### src/rtl/scr1_tapc_sync_pkg.sv
// Shared constants and event encoding for the TAPC -> SysCLK synchronizer.
package scr1_tapc_sync_pkg;

  // Shallowest synchronizer that still gives metastability settling time.
  localparam int SCR1_TAPC_SYNC_MIN_STAGES = 2;

  // TCK edge events seen in one clk cycle: bit 0 = rise, bit 1 = fall.
  typedef enum logic [1:0] {
    EV_NONE = 2'b00,
    EV_RISE = 2'b01,
    EV_FALL = 2'b10,
    EV_BOTH = 2'b11
  } tapc_sync_ev_e;

endpackage

### src/rtl/scr1_sync_toggle_edge.sv
// Toggle-marker synchronizer: brings an async toggle into clk and emits a
// one-cycle pulse for every flip once it has passed STAGES settling flops.
module scr1_sync_toggle_edge #(
  parameter int STAGES = 2
) (
  input  logic clk,
  input  logic rst,
  input  logic tgl_i,
  output logic edge_o
);

  logic [STAGES:0] pipe_q;
  logic [STAGES:0] pipe_d;

  // Shift the raw toggle in at bit 0; older samples move toward the MSB.
  always_comb begin
    pipe_d = {pipe_q[STAGES-1:0], tgl_i};
  end

  // Pipe register, cleared by reset.
  always_ff @(posedge clk) begin
    if (rst) pipe_q <= '0;
    else     pipe_q <= pipe_d;
  end

  // A flip shows as a difference between the last settled stage and the one before it.
  assign edge_o = pipe_q[STAGES] ^ pipe_q[STAGES-1];

endmodule

### src/rtl/scr1_tapc_sync_mc.sv
// Multi-channel TAPC -> SysCLK synchronizer. Turns TCK-domain toggle markers
// into one-clk capture/shift/update strobes for the selected debug chain,
// counts shifted bits, returns registered TDO and flags TCK overrun and
// illegal chain selects.
//
// Handshake: there is no back-pressure. Each strobe output is a valid pulse
// lasting exactly one clk; tdi_o is valid only in cycles with a shift strobe.
module scr1_tapc_sync_mc
  import scr1_tapc_sync_pkg::*;
#(
  parameter int N_CH        = 2,
  parameter int ID_W        = 7,
  parameter int SYNC_STAGES = 2,
  parameter int CNT_W       = 8,
  parameter bit UPD_ON_FALL = 1'b1
) (
  input  logic              clk,
  input  logic              rst,
  input  logic              tck_divpos_i,
  input  logic              tck_divneg_i,
  input  logic [N_CH-1:0]   ch_sel_i,
  input  logic [ID_W-1:0]   ch_id_i,
  input  logic              capture_i,
  input  logic              shift_i,
  input  logic              update_i,
  input  logic              tdi_i,
  input  logic [N_CH-1:0]   tdo_i,
  output logic [N_CH-1:0]   ch_sel_o,
  output logic [ID_W-1:0]   ch_id_o,
  output logic [N_CH-1:0]   capture_o,
  output logic [N_CH-1:0]   shift_o,
  output logic [N_CH-1:0]   update_o,
  output logic              tdi_o,
  output logic [CNT_W-1:0]  shift_cnt_o,
  output logic              tdo_o,
  output logic              overrun_o,
  output logic              sel_err_o,
  input  logic              err_clr_i
);

  localparam int S  = (SYNC_STAGES < SCR1_TAPC_SYNC_MIN_STAGES) ?
                      SCR1_TAPC_SYNC_MIN_STAGES : SYNC_STAGES;
  // Pipes refill from zero after reset; a toggle input already at 1 looks like
  // a flip until it has drained through S+1 flops, so events stay masked that long.
  localparam int MW = $clog2(S + 2);
  localparam logic [MW-1:0]    MASK_DONE = MW'(S + 1);
  localparam logic [CNT_W-1:0] CNT_MAX   = '1;

  logic          rise_raw, fall_raw;
  logic          ev_en, rise_ev, fall_ev, upd_ev, sel_ok;
  tapc_sync_ev_e ev;
  logic [N_CH-1:0] sel_new;
  logic [3:0]      dsync;

  logic [MW-1:0]          mask_q, mask_d;
  logic [S-1:0][3:0]      dpipe_q, dpipe_d;
  logic [N_CH-1:0]        ch_sel_q, ch_sel_d, cap_q, cap_d, shf_q, shf_d, upd_q, upd_d;
  logic [ID_W-1:0]        ch_id_q, ch_id_d;
  logic                   tdi_q, tdi_d, tdo_q, tdo_d, ovr_q, ovr_d, serr_q, serr_d;
  logic [CNT_W-1:0]       cnt_q, cnt_d;

  scr1_sync_toggle_edge #(.STAGES(S)) u_pos (
    .clk(clk), .rst(rst), .tgl_i(tck_divpos_i), .edge_o(rise_raw)
  );
  scr1_sync_toggle_edge #(.STAGES(S)) u_neg (
    .clk(clk), .rst(rst), .tgl_i(tck_divneg_i), .edge_o(fall_raw)
  );

  // Event decode, post-reset mask and select legality check.
  always_comb begin
    ev_en   = (mask_q == MASK_DONE);
    mask_d  = ev_en ? mask_q : mask_q + 1'b1;
    ev      = tapc_sync_ev_e'({fall_raw & ev_en, rise_raw & ev_en});
    rise_ev = (ev == EV_RISE) || (ev == EV_BOTH);
    fall_ev = (ev == EV_FALL) || (ev == EV_BOTH);
    upd_ev  = UPD_ON_FALL ? fall_ev : rise_ev;
    sel_ok  = ((ch_sel_i & (ch_sel_i - 1'b1)) == '0);
    sel_new = sel_ok ? ch_sel_i : '0;
    // Data enters at the same depth as the markers, so a value set up before
    // its marker flip is the one seen when the event fires.
    dpipe_d = {dpipe_q[S-2:0], capture_i, shift_i, update_i, tdi_i};
    dsync   = dpipe_q[S-1];
  end

  // Next-state for strobes, selected-chain state, TDO, counter and error flags.
  always_comb begin
    ch_sel_d = ch_sel_q;
    ch_id_d  = ch_id_q;
    cap_d    = '0;
    shf_d    = '0;
    upd_d    = '0;
    tdi_d    = tdi_q;
    tdo_d    = tdo_q;
    ovr_d    = err_clr_i ? 1'b0 : ovr_q;
    serr_d   = err_clr_i ? 1'b0 : serr_q;
    if (rise_ev) begin
      ch_sel_d = sel_new;
      ch_id_d  = ch_id_i;
      cap_d    = dsync[3] ? sel_new : '0;
      shf_d    = dsync[2] ? sel_new : '0;
      tdi_d    = dsync[0];
      tdo_d    = |(tdo_i & ch_sel_q);
      if (!sel_ok) serr_d = 1'b1;
    end
    if (upd_ev && dsync[1]) upd_d = UPD_ON_FALL ? ch_sel_q : sel_new;
    if (ev == EV_BOTH) ovr_d = 1'b1;
    // Capture wins over a shift strobe in the same cycle.
    cnt_d = cnt_q;
    if (|cap_q)                          cnt_d = '0;
    else if (|shf_q && cnt_q != CNT_MAX) cnt_d = cnt_q + 1'b1;
  end

  // All state registers; reset dominates every other input.
  always_ff @(posedge clk) begin
    if (rst) begin
      mask_q   <= '0;
      dpipe_q  <= '0;
      ch_sel_q <= '0;
      ch_id_q  <= '0;
      cap_q    <= '0;
      shf_q    <= '0;
      upd_q    <= '0;
      tdi_q    <= 1'b0;
      tdo_q    <= 1'b0;
      ovr_q    <= 1'b0;
      serr_q   <= 1'b0;
      cnt_q    <= '0;
    end else begin
      mask_q   <= mask_d;
      dpipe_q  <= dpipe_d;
      ch_sel_q <= ch_sel_d;
      ch_id_q  <= ch_id_d;
      cap_q    <= cap_d;
      shf_q    <= shf_d;
      upd_q    <= upd_d;
      tdi_q    <= tdi_d;
      tdo_q    <= tdo_d;
      ovr_q    <= ovr_d;
      serr_q   <= serr_d;
      cnt_q    <= cnt_d;
    end
  end

  assign ch_sel_o    = ch_sel_q;
  assign ch_id_o     = ch_id_q;
  assign capture_o   = cap_q;
  assign shift_o     = shf_q;
  assign update_o    = upd_q;
  assign tdi_o       = tdi_q;
  assign shift_cnt_o = cnt_q;
  assign tdo_o       = tdo_q;
  assign overrun_o   = ovr_q;
  assign sel_err_o   = serr_q;

endmodule

### config.mk
export PLATFORM = sky130hd
export DESIGN_NAME = scr1_tapc_sync_mc
export DESIGN_NICKNAME = d
export VERILOG_FILES = /design/src/rtl/scr1_tapc_sync_pkg.sv /design/src/rtl/scr1_sync_toggle_edge.sv /design/src/rtl/scr1_tapc_sync_mc.sv
export SDC_FILE = /design/constraint.sdc
export NUM_CORES = 1
export LEC_CHECK = 0
export CAP_MARGIN = 20
export CORE_MARGIN = 1
export CORE_UTILIZATION = 35
export CTS_BUF_LIST = sky130_fd_sc_hd__clkbuf_4 sky130_fd_sc_hd__clkbuf_8
export DETAILED_ROUTE_END_ITERATION = 8
export PLACE_DENSITY = 0.64
export SYNTH_ARGS = -nofsm -noshare
export SYNTH_HDL_FRONTEND = slang
export SYNTH_HIERARCHICAL = 1
export SYNTH_SLANG_ARGS = --single-unit
### constraint.sdc
create_clock -name clk -period 2.45 [get_ports clk]
set_input_delay 0.49 -clock clk [delete_from_list [all_inputs] [get_ports clk]]
set_output_delay 0.49 -clock clk [all_outputs]
set_load 0.05 [all_outputs]
# Word-level counts from Yosys, hierarchy flattened

Index checks and enable logic that the tools add are counted.

Bits in registers: 43
Latch bits: 0
RAM bits: 0
Bits in read-only memories: 0
Bits of input ports: 20
Output and inout bits: 27
Memories kept: 0

$add $sub $neg: 3
Multipliers: 0
Div/mod/pow operators: 0
Order comparisons: 0
Equal/unequal tests: 5
Shift operators: 0
Multiplexer cells: 6
Bitwise logic cells: 10
Reduce and logical (&&, ||, !) cells: 12

Operator list:

| kind                                              | count |
|---|---|
| OR reduction 3 bit                                | 3 |
| adder 8 x 1 -> 8 bit (second input constant)      | 1 |
| != test 8 bit (second input constant)             | 1 |
| == test 2 bit (second input constant)             | 3 |
| OR reduction 2 bit                                | 3 |
| 2-to-1 mux 1 bit                                  | 5 |
| bitwise AND 2 bit                                 | 2 |
| NOT 1 bit                                         | 4 |
| adder 2 x 1 -> 2 bit (second input constant)      | 1 |
| bitwise AND 1 bit                                 | 2 |
| == test 2 x 1 -> 1 bit (second input constant)    | 1 |
| logical AND 1 bit                                 | 2 |
| logical NOT 2 bit                                 | 1 |
| logical OR 1 bit                                  | 2 |
| 2-to-1 mux 2 bit                                  | 1 |
| nonzero test 2 bit                                | 1 |
| subtractor 2 x 1 -> 2 bit (second input constant) | 1 |
| bitwise XOR 1 bit                                 | 2 |

# Depth between registers and ports, before layout

Gate-level depths: netlist of run 1.

Word-level depth: 7
Gate-level depth with buffers: 5
Gate-level depth less buffers: 5

# Cells and area by module

The synthesis of run 1 kept the hierarchy.

Modules (own cells, without submodules):

| module                | times used | cells an instance | area each (um^2) | seq. area each (um^2) |
|---|---|---|---|---|
| scr1_tapc_sync_mc     | 1          | 143               | 1,350.0          | 740.7 |
| scr1_sync_toggle_edge | 2          | 7                 | 87.6             | 60.1 |

# Least setup slack after synthesis of run 1

Ideal clock, no wire load.

Kind: register to register
Start point: register cnt_q[0] (netlist: shift_cnt_o[0])
End point: register cnt_q[4] (netlist: shift_cnt_o[4])
Arrival time: 1,562 ps
Data required time: 2,333 ps
Path slack: 771 ps
Cell stages (with the launch flop): 6
Cell sequence: dfxtp_1 -> ha_1 -> o211ai_1 -> a211oi_1 -> xnor2_1 -> nor2_1

Longest elaborated chain between the ends: 2
Elaborated cells between the ends (all ways): 3
Classes of those cells: add/sub (1); eq/ne (1); reduce/logical (1)

Ends and longest elaborated chain:

| element                                                      | line                     | RTL |
|---|---|---|
| start, declared                                              | scr1_tapc_sync_mc.sv:60  | `logic [CNT_W-1:0] cnt_q, cnt_d;` |
| start signal, assigned                                       | scr1_tapc_sync_mc.sv:140 | `cnt_q <= cnt_d;` |
| branches (longest 2 deep; another with adder 8 x 1 -> 8 bit) | -                        |  |

Several ways; the timed one is not identified.
A chain may end at the register's enable or synchronous reset.

# Worst setup path in the final report of run 1

Start point: register cnt_q[4] (netlist: shift_cnt_o[4])
End point: output shift_cnt_o[4]

RTL lines:

| element       | line                    | RTL |
|---|---|---|
| end, declared | scr1_tapc_sync_mc.sv:34 | `output logic [CNT_W-1:0] shift_cnt_o,` |

No word-level cell between the ends.

==> results of run 1 <==
-- stage by stage --
stage                     utilization, %  setup WS [ps]  power, mW
after global placement              49.7            689      0.834
after floorplan                        -            771      0.792
after global routing                51.8            319       1.32
after CTS                           51.8            391       1.28
after detailed placement            49.7            635      0.838
final                               51.8            400       1.26
-- layout by cell type (no fill, tap or decap), types with 3 or more instances in the layout --
cell type / netlist / layout
xor2_1: 4 / 4
nand3_1: 3 / 3
dfxtp_1: 43 / 43
nor3_1: 3 / 3
nor2_1: 16 / 16
and2_1: 3 / 3
nor2b_1: 14 / 14
a21oi_1: 13 / 13
nand2_1: 21 / 21
clkbuf_8: 0 / 5
clkdlybuf4s50_1: 0 / 46
-- flip-flops by register name, summed over array words and instances, names as in the netlist, 2 cells and up --
signal        count
update_o          2
capture_o         2
ch_sel_o          2
dpipe_d           4
shift_cnt_o       8
shift_o           2
dsync             4
u_pos/pipe_q      3
mask_q            2
u_neg/pipe_q      3
ch_id_o           7
-- area by class of cell --
| class | instances | area [µm²] |
|---|---|---|
| fillers | 384 | 1970 |
| well taps | 50 | 62.6 |
| flip-flops and latches | 43 | 861 |
| inverters | 2 | 7.51 |
| clock buffers | 7 | 83.8 |
| repair buffers | 47 | 468 |
| multi-input cells | 106 | 631 |
| clock inverters | 1 | 5.00 |
-- where the power goes --
group          internal (mW)  switching, mW
Sequential             0.719        0.00874
Clock                  0.222          0.218
Combinational         0.0515         0.0427
Total                  0.992          0.270
-- path summary, 6_finish.rpt --
| path | slack, ps | to | cells past startpoint |
|---|---|---|---|
| max | 400 | shift_cnt_o[4] | 1 |
| min | 440 | u_neg/pipe_q[1] | 1 |
| max reg2reg | 890 | ch_sel_o[1] | 4 |
| min reg2reg | 440 | u_neg/pipe_q[1] | 1 |
-- per-layer routing --
metal | wire length (µm) | part of all wire, %
met5 | 0 | 0
met4 | 57 | 1.8
met3 | 165 | 5.3
met2 | 1590 | 51
met1 | 1290 | 42
-- cells by family (layout without fill, tap and decap cells) --
kind of cell               Yosys count  in the layout  synth area share (%)
and+or+nand+nor                     71             71                  23.8
DFF                                 43             43                  56.4
AOI/OAI and AO/OA                   26             26                  11.8
buffers and inverters                8             57                  2.21
xor gates and xnor gates             6              6                  3.45
adders and majority gates            2              2                  1.64
muxes                                1              1                 0.656
==> impl_metrics.toml, run 1 <==
[setup_path]
start_kind = "register"
crit_type = "register to output port"
worstPathRequired_ps = 1960
slowest_stage = "clkdlybuf4s50_1"
cp_top_family = "buffers and inverters"
crit_buf_inv = 1
crit_fanout = 6
startpoint = "shift_cnt_o[4]"
rr_startpoint = "mask_q[0]"
path_cells = "clkdlybuf4s50_1"
cpPeakStageDelay_ps = 840
crit_path_end_kind = "output port"
crit_arrival_ps = 1560

[synth]
synthDistinctLibCells = 34
synth_commonest_cells = "43 x dfxtp_1, 21 x nand2_1, 16 x nor2_1"
netlist_area_mm2 = 0.00153
synth_ff_type = "dfxtp_1"
synth-seq-cells = 43
synth_edf_count = 0
synth.area.top_cells = "dfxtp_1 56%, nor2b_1 5.7%, nand2_1 5.2%"
yosys_warnings = 6
yosysSeqAreaShare_pct = 56.4
syn-num-nets = 179
yosys.cell_count.top_type = "dfxtp_1"
synthCells = 157
ys_async_sr_fraction_pct = 0
synth_top_cell_by_area = "dfxtp_1"
syn_area_per_cell_um2 = 9.71
synth_top_area_share_pct = 56.4

[sta]
hold_violations = 0
skew_ps = 4.65
max_slew_margin_pct = 64.7
tightest_slew_ps = 528
hold_slack_ps = 437
post-route-period-util_pct = 83.7
max_clock_freq_mhz = 488
rsz0062_at_grt = "false"
slew_violations = 0
period_needed_ps = 2050
setup_tns_ps = 0
setup_viol = 0

[placed_design]
dp_cells = 248
port_buffers = 46
dpl_cell_area_mm2 = 0.00203
hpwl_mm = 2.36
place_congestion = 0.682

[route]
finalWirelength_mm = 3.10
dr.pass1.iters = 4
drc_errors = 0
avgViaCountPerCell = 4.77
num_vias = 1220
drtIter0Drc = 24
wl_per_cell_um = 12.1
antenna_left = 0

[final_layout]
syn_to_final_growth_pct = 38.9
drive_gt1_share_pct = 7.28
final-instance-count-excl-fill = 256
antenna_cells = 0
nets = 227
fin_area_mm2 = 0.00212

[clock_tree]
cts_hold_buf = 0
clk_latency_ps = 290
cts_buffers = 5
clockBufferDepth = 2
cts_resized = 0
h-tree-depth = 2
root_buffer = "clkbuf_8"
path_clk_slew_ps = 70
cts_setup_buffers = 0
cts_tree = "done"
clock-sinks = 43

[global_route]
grtUsageMet1_pct = 16.6
gr-usage-all-layers_pct = 14.8
use_met3_pct = 5.50
antenna_found_initial = 0
grt_pass1_vias = 1063
busiest_layer = "met2"
overflow = 0
grt_max_degree = 34
met2_usage_pct = 24.8
grt_pass1_wl_mm = 4.91

[floorplanning]
die_area_mm2 = 0.00463
ioPinCount = 47
start_util_pct = 37.3
rows = 23
core_region_area_mm2 = 0.00409
dieHeight_um = 68.0
die_w_um = 68.0

[run]
max-cap-violations = 0

[power]
peakVddDrop_v = 0.000370
p_leak_nw = 0.766
powerDensity_mw_per_mm2 = 596

[run_status]
status = "completed"

[hold_path]
min_path_type = "register to register"
min_from = "u_neg/pipe_q[0]"
Power figures use the tool's default switching activity.
==> run 2: changes to the inputs <==
Clock period 2.45 ns to 2 ns, I/O delays scaled along.
==> run 2 against run 1 <==
Against the previous run:
- final area grew 0.71%
- via count is the same
- count of clock-buffer cells in the layout shrank 1
- largest power group unchanged
- largest cell class unchanged
- global-route usage grew 0.24 points
- non-clock buffer count grew 1
- sequential power grew 23%
==> impl_metrics.toml, run 2 (synthesis results as in run 1) <==
[sta]
setup_tns_ps = 0
max_slew_margin_pct = 65.2
setup_viol = 0
rsz0062_at_grt = "false"
hold_slack_ps = 436
hold_violations = 0
period_needed_ps = 1940
skew_ps = 12.2
slew_violations = 0
max_clock_freq_mhz = 517
post-route-period-util_pct = 96.8
tightest_slew_ps = 520

[final_layout]
final_common_cell = "dfxtp_1"
layout_common_cells = "43 x dfxtp_1, 41 x clkdlybuf4s50_1, 21 x nand2_1"
syn_to_final_growth_pct = 39.9
largest_reg_flops = 8
fill_cells = 382
final-instance-count-excl-fill = 257
multi_input_area_um2 = 631
nets = 228
fin_area_mm2 = 0.00213
antenna_cells = 0
drive_gt1_share_pct = 8.21
seqCellArea_um2 = 861

[setup_path]
path_depth = 1
cp_top_family = "buffers and inverters"
worstPathRequired_ps = 1600
rr_startpoint = "mask_q[0]"
reg2reg_slack_ps = 400
cpPeakStageDelay_ps = 830
crit_arrival_ps = 1540
r2r_end = "ch_sel_o[1]"
start_kind = "register"
crit_fanout = 6
path_cells = "clkdlybuf4s50_1"
crit_end = "shift_cnt_o[5]"
crit_path_end_kind = "output port"
startpoint = "shift_cnt_o[5]"
crit_buf_inv = 1
crit_type = "register to output port"
reg2regPathDepth = 4
slowest_stage = "clkdlybuf4s50_1"

[route]
wl_per_cell_um = 12.4
finalWirelength_mm = 3.19
drtIter0Drc = 23
drc_errors = 0
avgViaCountPerCell = 4.75
antenna_left = 0
num_vias = 1220
dr.pass1.iters = 4

[global_route]
grt_pass1_wl_mm = 5.03
overflow = 0
antenna_found_initial = 0
gr-usage-all-layers_pct = 15.1
grt_pass1_vias = 1127
grt_max_degree = 20

[clock_tree]
cts_buffers = 5
clock-sinks = 43
cts_hold_buf = 0
cts_setup_buffers = 0
root_buffer = "clkbuf_8"
h-tree-depth = 2
path_clk_slew_ps = 80
clk_latency_ps = 300
cts_tree = "done"
clockBufferDepth = 2

[floorplanning]
ioPinCount = 47
core_region_area_mm2 = 0.00409
rows = 23
die_w_um = 68.0
start_util_pct = 37.3
dieHeight_um = 68.0
die_area_mm2 = 0.00463

[run]
max-cap-violations = 0

[placed_design]
hpwl_mm = 2.34
place_congestion = 0.684
dpl_cell_area_mm2 = 0.00203
dp_cells = 249
port_buffers = 46

[power]
fin_total_pwr_mw = 1.56
peakVddDrop_v = 0.000496
powerDensity_mw_per_mm2 = 730
p_leak_nw = 0.844

[run_status]
status = "completed"

[hold_path]
min_path_type = "register to register"
[run 2: cell type report]
class	count	share of cell area, %
clock inverter	2	0.587
clock buffer	6	3.58
timing repair buffer	48	22.6
tap	50	2.93
inverter	2	0.352
sequential	43	40.4
multi-input combinational	106	29.6
[run 2: through the flow]
stage	util, %	setup slack, ps
after CTS	52.0	35.8
after floorplan	-	321
after global placement	49.8	364
final	52.2	64.1
after detailed placement	49.8	354
after global routing	52.2	7.66
[run 2: metal layers]
layer,GRT usage [%],part of all wire [%],vias to the layer above
met1,15.8,42,561
met2,26.3,50,32
li1,-,-,622
met4,7.03,1.8,0
met5,0,0,-
met3,5.67,5.6,5
[run 2: power breakdown]
| group | switching, mW | internal (mW) | total [mW] |
|---|---|---|---|
| registers | 0.0108 | 0.880 | 0.891 |
| logic | 0.0533 | 0.0643 | 0.118 |
| clock network | 0.292 | 0.258 | 0.549 |
| total | 0.356 | 1.20 | 1.56 |
[run 2: worst min path at each step]
stage               startpoint              end  slack [ps]  cells past startpoint
6_report            dpipe_d[5]         dsync[1]         440                      1
4_1_cts             dpipe_d[5]         dsync[1]         440                      1
2_1_floorplan       dpipe_d[4]         dsync[0]         410                      1
3_3_place_gp        dpipe_d[5]         dsync[1]         420                      1
3_5_place_dp        dpipe_d[5]         dsync[1]         420                      1
5_1_grt        u_pos/pipe_q[0]  u_pos/pipe_q[1]         460                      1
[run 2: what timing repair did]
| item | 4_1_cts | 5_1_grt |
|---|---|---|
| gates resized for setup | 0 | 4 |
| hold endpoints to repair | 0 | 0 |
| setup endpoints to repair | 0 | 4 |
==> run 3: changes to the inputs <==
Settings changed: CTS_CLUSTER_SIZE from default to 25.
==> results of run 3 <==
Final layout, timing and power as in run 2 (identical DEF).
